## src/rtl/prio_arbiter_rr.sv

```systemverilog
// prio_arbiter_rr: N-way request arbiter with registered one-hot/binary grant,
// fixed-priority or round-robin selection, and an optional per-grant hold limit.
module prio_arbiter_rr #(
   parameter int N        = 8,
   parameter int W        = 3,
   parameter int HOLD_MAX = 16
) (
   input  logic         clk,
   input  logic         reset,
   input  logic         en,
   input  logic         mode,
   input  logic [N-1:0] req,
   input  logic         done,
   output logic [N-1:0] gnt,
   output logic [W-1:0] gnt_idx,
   output logic         gnt_valid,
   output logic         hold_expired
);
   localparam int CW = HOLD_MAX > 1 ? $clog2(HOLD_MAX) : 1;
   typedef enum logic {IDLE, GRANT} state_t;
   state_t         state, state_nx;
   logic [CW-1:0]  hold_cnt, hold_cnt_nx;
   logic [W-1:0]   rr_ptr, rr_ptr_nx, sel_ptr, lo_idx, hi_idx, win_idx, gnt_idx_nx;
   logic [N-1:0]   gnt_nx;
   logic           lo_any, valid_nx, exp_nx, rel_drop, rel_exp;
   // Search downward from sel_ptr: prefer the highest request at or below it,
   // otherwise wrap to the highest request overall.
   always_comb begin
      sel_ptr = mode ? rr_ptr : W'(N-1);
      lo_any  = 1'b0;
      lo_idx  = '0;
      hi_idx  = '0;
      for (int i = 0; i < N; i++) begin
         if (req[i] && W'(i) <= sel_ptr) begin
            lo_any = 1'b1;
            lo_idx = W'(i);
         end
         if (req[i]) hi_idx = W'(i);
      end
      win_idx = lo_any ? lo_idx : hi_idx;
   end
   assign rel_drop = ~|(req & gnt);
   assign rel_exp  = HOLD_MAX > 0 && hold_cnt == CW'(HOLD_MAX - 1);
   always_comb begin
      state_nx    = state;
      gnt_nx      = gnt;
      gnt_idx_nx  = gnt_idx;
      valid_nx    = gnt_valid;
      exp_nx      = 1'b0;
      hold_cnt_nx = hold_cnt;
      rr_ptr_nx   = rr_ptr;
      if (state == IDLE) begin
         if (en && |req) begin
            state_nx    = GRANT;
            gnt_nx      = N'(1) << win_idx;
            gnt_idx_nx  = win_idx;
            valid_nx    = 1'b1;
            hold_cnt_nx = '0;
            rr_ptr_nx   = win_idx == '0 ? W'(N-1) : win_idx - 1'b1;
         end
      end else if (done || rel_drop || rel_exp) begin
         state_nx   = IDLE;
         gnt_nx     = '0;
         gnt_idx_nx = '0;
         valid_nx   = 1'b0;
         exp_nx     = !done && !rel_drop;
      end else if (HOLD_MAX > 0) begin
         hold_cnt_nx = hold_cnt + 1'b1;
      end
   end
   always_ff @(posedge clk or posedge reset) begin
      if (reset) begin
         state        <= IDLE;
         gnt          <= '0;
         gnt_idx      <= '0;
         gnt_valid    <= 1'b0;
         hold_expired <= 1'b0;
         hold_cnt     <= '0;
         rr_ptr       <= W'(N-1);
      end else begin
         state        <= state_nx;
         gnt          <= gnt_nx;
         gnt_idx      <= gnt_idx_nx;
         gnt_valid    <= valid_nx;
         hold_expired <= exp_nx;
         hold_cnt     <= hold_cnt_nx;
         rr_ptr       <= rr_ptr_nx;
      end
   end
endmodule

```

## config.mk

```make
export PLATFORM = sky130hd
export DESIGN_NAME = prio_arbiter_rr
export DESIGN_NICKNAME = d
export VERILOG_FILES = /design/src/rtl/prio_arbiter_rr.sv
export SDC_FILE = /design/constraint.sdc
export NUM_CORES = 1
export LEC_CHECK = 0
export CORE_ASPECT_RATIO = 1.1
export CORE_MARGIN = 4
export CORE_UTILIZATION = 55
export DETAILED_ROUTE_END_ITERATION = 12
export GPL_TIMING_DRIVEN = 0
export PLACE_DENSITY = 0.81
export SETUP_SLACK_MARGIN = 0.4
export SLEW_MARGIN = 20
export SYNTH_ARGS = -nofsm -noshare
export SYNTH_HDL_FRONTEND = slang
export SYNTH_SLANG_ARGS = --single-unit
```

## constraint.sdc

```tcl
create_clock -name clk -period 3.6 [get_ports clk]
set_input_delay 0.54 -clock clk [delete_from_list [all_inputs] [get_ports clk]]
set_output_delay 0.54 -clock clk [all_outputs]
set_load 0.01 [all_outputs]
```

==> results of run 1 <==
-- kinds of logic after synthesis --
logic type / after synthesis / synth area share (%)
and+or+nand+nor: 48 / 19.3
AOI/OAI and AO/OA: 45 / 27.6
DFF: 21 / 40.1
buffers and inverters: 10 / 3.50
adders and majority gates: 6 / 5.68
muxes: 4 / 3.22
xor gates and xnor gates: 1 / 0.663
-- Yosys cell counts, drive strengths merged (2+ instances only) --
library cell  instances
buf                   2
a22oi                 5
o21ai                 8
o21bai                2
a2bb2oi               3
inv                   7
and3                  2
a22o                  7
dfstp                 3
nand3                 4
nand2                17
a211oi                2
nor3                  2
nor2                 12
dfrtp                18
ha                    6
nor2b                 2
mux2i                 2
nand2b                2
a21oi                 7
mux2                  2
a211o                 2
-- layer usage --
metal	track usage [%]	wire length [um]
met1	31.0	1380
met2	35.8	1560
met3	2.77	171
met4	11.7	80
met5	0	0
-- registers in the layout, summed over array words and instances, names as in the netlist --
signal,cells
gnt,8
hold_cnt,4
gnt_idx,3
rr_ptr,3
gnt_valid,1
hold_expired,1
state,1
-- layout by cell type (no fill, tap or decap), types with 2 or more instances in the layout --
cell	count
dfrtp_1	18
clkdlybuf4s50_1	25
ha_1	6
mux2_2	2
nor2b_1	2
a21oi_1	6
o21ai_1	4
clkbuf_4	3
mux2i_1	2
a22oi_1	5
a2bb2oi_1	3
o21ai_0	4
nand2b_1	2
and3_1	2
nor2_2	2
a22o_1	7
nand2_1	16
dfstp_2	3
inv_1	7
nor2_1	10
nand3_1	4
-- worst paths after layout --
kind / slack (ps) / to / start
hold / removal: 520 / gnt_idx[0] / gnt_idx[0]
hold reg to reg: 520 / gnt_idx[0] / gnt_idx[0]
max in group asynchronous: 2480 / gnt[4] / reset
setup reg to reg: 1000 / rr_ptr[2] / rr_ptr[2]
setup / recovery: 630 / rr_ptr[2] / mode
min in group asynchronous: 650 / gnt_idx[0] / reset
-- power by group --
| group | leakage, nW | switching (mW) | internal [mW] | total (mW) |
|---|---|---|---|---|
| Combinational | 0.434 | 0.194 | 0.179 | 0.373 |
| Clock | 0.0177 | 0.0709 | 0.0415 | 0.112 |
| Sequential | 0.272 | 0.0526 | 0.298 | 0.350 |
| Total | 0.724 | 0.317 | 0.518 | 0.836 |
-- cell type report --
| cell class | instances | share of cell area (%) |
|---|---|---|
| multi-input cells | 104 | 45.6 |
| clock buffers | 3 | 1.38 |
| repair buffers | 25 | 15.3 |
| flip-flops and latches | 21 | 32.3 |
| inverters | 7 | 1.61 |
| well taps | 30 | 2.29 |
| clock inverters | 1 | 0.306 |
| plain buffers | 3 | 1.22 |
==> impl_metrics.tcl, run 1 <==
set metrics [dict create \
    r2r_cells 10 \
    cts_buffers 3 \
    worstSetupEndpointType "flip-flop" \
    rows 18 \
    drt-initial-drc-count 30 \
    crit_cells 11 \
    routed-via-count 1161 \
    cp_top_family "compound AO/OA/AOI/OAI gates" \
    power_mw 0.836 \
    dpl.cell_count 190 \
    cts_root_buf "clkbuf_4" \
    hold_viol 0 \
    io_pins 26 \
    ys_seq_elements 21 \
    register_area_um2 529 \
    viasPerCell 5.98 \
    crit_fanout 8 \
    clk-insertion-delay-late_ps 310 \
    synth.net_count 154 \
    antenna_found_initial 0 \
    synth_top_area_share_pct 34.1 \
    fin_crit_ps 2970 \
    arrival_ps 3210 \
    post-route-util_pct 71.9 \
    yosysSeqAreaShare_pct 40.1 \
    final.setup.tns_ps 0 \
    drc 0 \
    cts_htree_levels 1 \
    cts.hold.buffers_added 0 \
    diodes 0 \
    skew_ps 1.28 \
    clock_path_buffers 2 \
    ir_drop_mv 0.459 \
    holdWs_ps 518 \
    cts_resized 0 \
    grt_pass1_vias 1180 \
    power.leakage_nw 0.724 \
    tightest_slew_ps 752 \
    hold_path.class "flip-flop to flip-flop" \
    ant_nets 0 \
    crit_top_cell "nor2_1" \
    synth.distinct_cells 49 \
    relSlewSlack_pct 49.8 \
    final_cells 194 \
    syn-cell-area_mm2 0.00132 \
    synth.area.top_cells "dfrtp_1 34%, dfstp_2 6.0%, ha_1 5.7%" \
    post-cts-setup-buffers 0 \
    placed_cell_area_mm2 0.00161 \
    finalCritPeriodShare_pct 82.4 \
    grt_pass1_wl_mm 5.36 \
    required_ps 3840 \
    dr.pass1.iters 4 \
    yosysTopAreaCell "dfrtp_1" \
    die_x_um 54.7 \
    n_fill_cell 179 \
    areaGrowthSynthToFinish_pct 23.9 \
    cp-start-kind "input pin" \
    nets 184 \
    path_cells "clkdlybuf4s50_1, nand2b_1, o31a_1, a211oi_1, nor2_1, o22ai_1, inv_1, ha_1, nor2_1, mux2i_1, mux2_2" \
    synthArstFlopShare_pct 100 \
    start_util_pct 58.1 \
    drive_gt1_share_pct 14.6 \
    max_stage_delay_ps 590 \
    cts_tree "yes" \
    synth_edf_count 0 \
    grtUsageTotal_pct 23.0 \
    final_area_mm2 0.00164 \
    rsz0062_at_grt "no" \
    io_buffers 25 \
    power_density_mw_per_mm2 511 \
    fmax_mhz 337 \
    die_h_um 59.4 \
    ys_warn_count 0 \
    dieArea_mm2 0.00325 \
    core_mm2 0.00227 \
    cp_slowest_cell "clkdlybuf4s50_1" \
    cap_violations 0 \
    clk_pin_slew_worst_paths_ps 110 \
    crit_type "input pin to flip-flop" \
    synth_cells 135 \
    dp_slack_ps 360 \
    gp_congestion 0.821 \
    setup_slack_ps 635 \
    outcome "complete, no violations" \
    drt-total-wl_mm 3.18 \
    crit_buf_inv 2 \
    gr-total-overflow 0 \
    multiInputGateArea_um2 746 \
    drv_slew 0 \
    grt_max_degree 22 \
    cts_sinks 21 \
    syn_avg_cell_area_um2 9.79 \
    routedWlPerCell_um 16.4 \
    post-dp-hpwl_mm 2.46 \
    synth_ff_type "dfrtp_1" \
    min_path_cells 1 \
    setup_viol 0 \
]
Note: power is estimated with default switching activity, not from simulation.
==> inputs of run 2 (changes only) <==
- CORE_UTILIZATION: 55 -> 51
- PLACE_DENSITY: 0.81 -> 0.76
- clock period: 3.6 -> 2.9 ns (I/O delays scaled with it)
==> run 2 against run 1 <==
- die area increased by 6.7%
- non-clock buffer count increased by 1
- highest routed layer unchanged
- largest power group unchanged
- clock power increased by 22%
- critical endpoint unchanged
- critical path type unchanged
==> impl_metrics.tcl, run 2 (synthesis results as in run 1) <==
set metrics [dict create \
    outcome "complete, no violations" \
    fmax_mhz 406 \
    clk-insertion-delay-late_ps 290 \
    cts_tree "yes" \
    hold_start "gnt_idx[1]" \
    nets 185 \
    cap_violations 0 \
    drv_slew 0 \
    hold_path.class "flip-flop to flip-flop" \
    gp_congestion 0.925 \
    mostFrequentLayoutCells "22 x clkdlybuf4s50_1, 18 x dfrtp_1, 16 x nand2_1" \
    crit_fanout 5 \
    hold_viol 0 \
    crit_type "input pin to flip-flop" \
    skew_ps 3.30 \
    drc 0 \
    required_ps 3130 \
    grt_max_degree 22 \
    viasPerCell 5.99 \
    rr_startpoint "rr_ptr[1]" \
    reg_top3 "gnt (8), hold_cnt (4)" \
    gr-total-overflow 0 \
    cts_htree_levels 1 \
    layout_commonest_cell "clkdlybuf4s50_1" \
    routedWlPerCell_um 17.3 \
    critPathLaunch "req[3]" \
    core_mm2 0.00250 \
    dieArea_mm2 0.00347 \
    io_pins 26 \
    antenna_found_initial 0 \
    grt_pass1_vias 1252 \
    largest_register "gnt" \
    areaGrowthSynthToFinish_pct 27.0 \
    post-dp-hpwl_mm 2.44 \
    cts_buffers 3 \
    final_area_mm2 0.00168 \
    cp-start-kind "input pin" \
    diodes 0 \
    power_density_mw_per_mm2 630 \
    setup_slack_ps 434 \
    dpl.cell_count 191 \
    fin_crit_ps 2470 \
    drt-initial-drc-count 31 \
    arrival_ps 2690 \
    finalCritPeriodShare_pct 85.0 \
    start_util_pct 52.9 \
    drive_gt1_share_pct 17.0 \
    dp_slack_ps -148 \
    final_cells 196 \
    ir_drop_mv 0.460 \
    cts_root_buf "clkbuf_4" \
    grt_pass1_wl_mm 5.61 \
    rows 19 \
    cts_sinks 21 \
    tightest_slew_ps 761 \
    clock_path_buffers 2 \
    drt-total-wl_mm 3.38 \
    dr.pass1.iters 6 \
    grtUsageTotal_pct 20.7 \
    placed_cell_area_mm2 0.00161 \
    io_buffers 25 \
    clk_pin_slew_worst_paths_ps 110 \
    die_h_um 61.4 \
    worstSetupEndpointType "flip-flop" \
    setup_viol 0 \
    final.setup.tns_ps 0 \
    power.leakage_nw 0.746 \
    rsz0062_at_grt "no" \
    relSlewSlack_pct 49.2 \
    largest_reg_flops 8 \
    ant_nets 0 \
    routed-via-count 1174 \
    post-route-util_pct 67.2 \
    die_x_um 56.5 \
]
[run 2: final timing paths]
path,endpoint,slack (ps),cells after the start
max reg2reg,rr_ptr[2],540,9
max,rr_ptr[2],430,10
max in group asynchronous,gnt[1],1860,2
min in group asynchronous,gnt[3],560,2
min reg2reg,gnt_idx[1],530,1
min,gnt_idx[1],530,1
[run 2: power by group]
part | total, mW | switching (mW) | internal [mW] | leakage [nW]
clock network | 0.137 | 0.0831 | 0.0534 | 0.0150
registers | 0.436 | 0.0668 | 0.369 | 0.272
logic | 0.484 | 0.248 | 0.236 | 0.459
[run 2: repair_timing]
| action | 4_1_cts | 5_1_grt |
|---|---|---|
| cloned | 0 | 0 |
| pin swaps | 0 | 1 |
| gates resized for setup | 5 | 4 |
| setup buffers | 0 | 1 |
| hold buffers | 0 | 0 |
| setup endpoints to repair | 6 | 2 |
[run 2: metal layers]
layer	up-vias	wire (um)	GRT usage, %
met5	-	0	0
met4	0	82	10.8
met3	10	130	4.82
met2	34	1840	38.8
met1	576	1330	22.1
li1	554	-	-
[run 2: per-stage QoR]
| stage | hold slack [ps] | power, mW |
|---|---|---|
| floorplan | 409 | 0.718 |
| global placement | 486 | 0.871 |
| detailed placement | 502 | 0.892 |
| CTS | 530 | 1.04 |
| global route | 550 | 1.13 |
| finish | 528 | 1.06 |
[run 2: worst max-delay path: stages]
cell             delay (ps)
clkdlybuf4s50_1         490
or2_2                   390
o311a_2                 160
nor3_4                  260
a211o_4                 210
inv_1                    70
ha_2                    210
nor2_1                  110
mux2i_1                  70
mux2_2                  270
[run 2: area by class of cell]
cell class              count  area, um2
flip-flops and latches     21        529
well taps                  31       38.8
fillers                   214        818
clock buffers               4       26.3
inverters                   7       26.3
multi-input cells         104        779
repair buffers             26        258
plain buffers               3       20.0
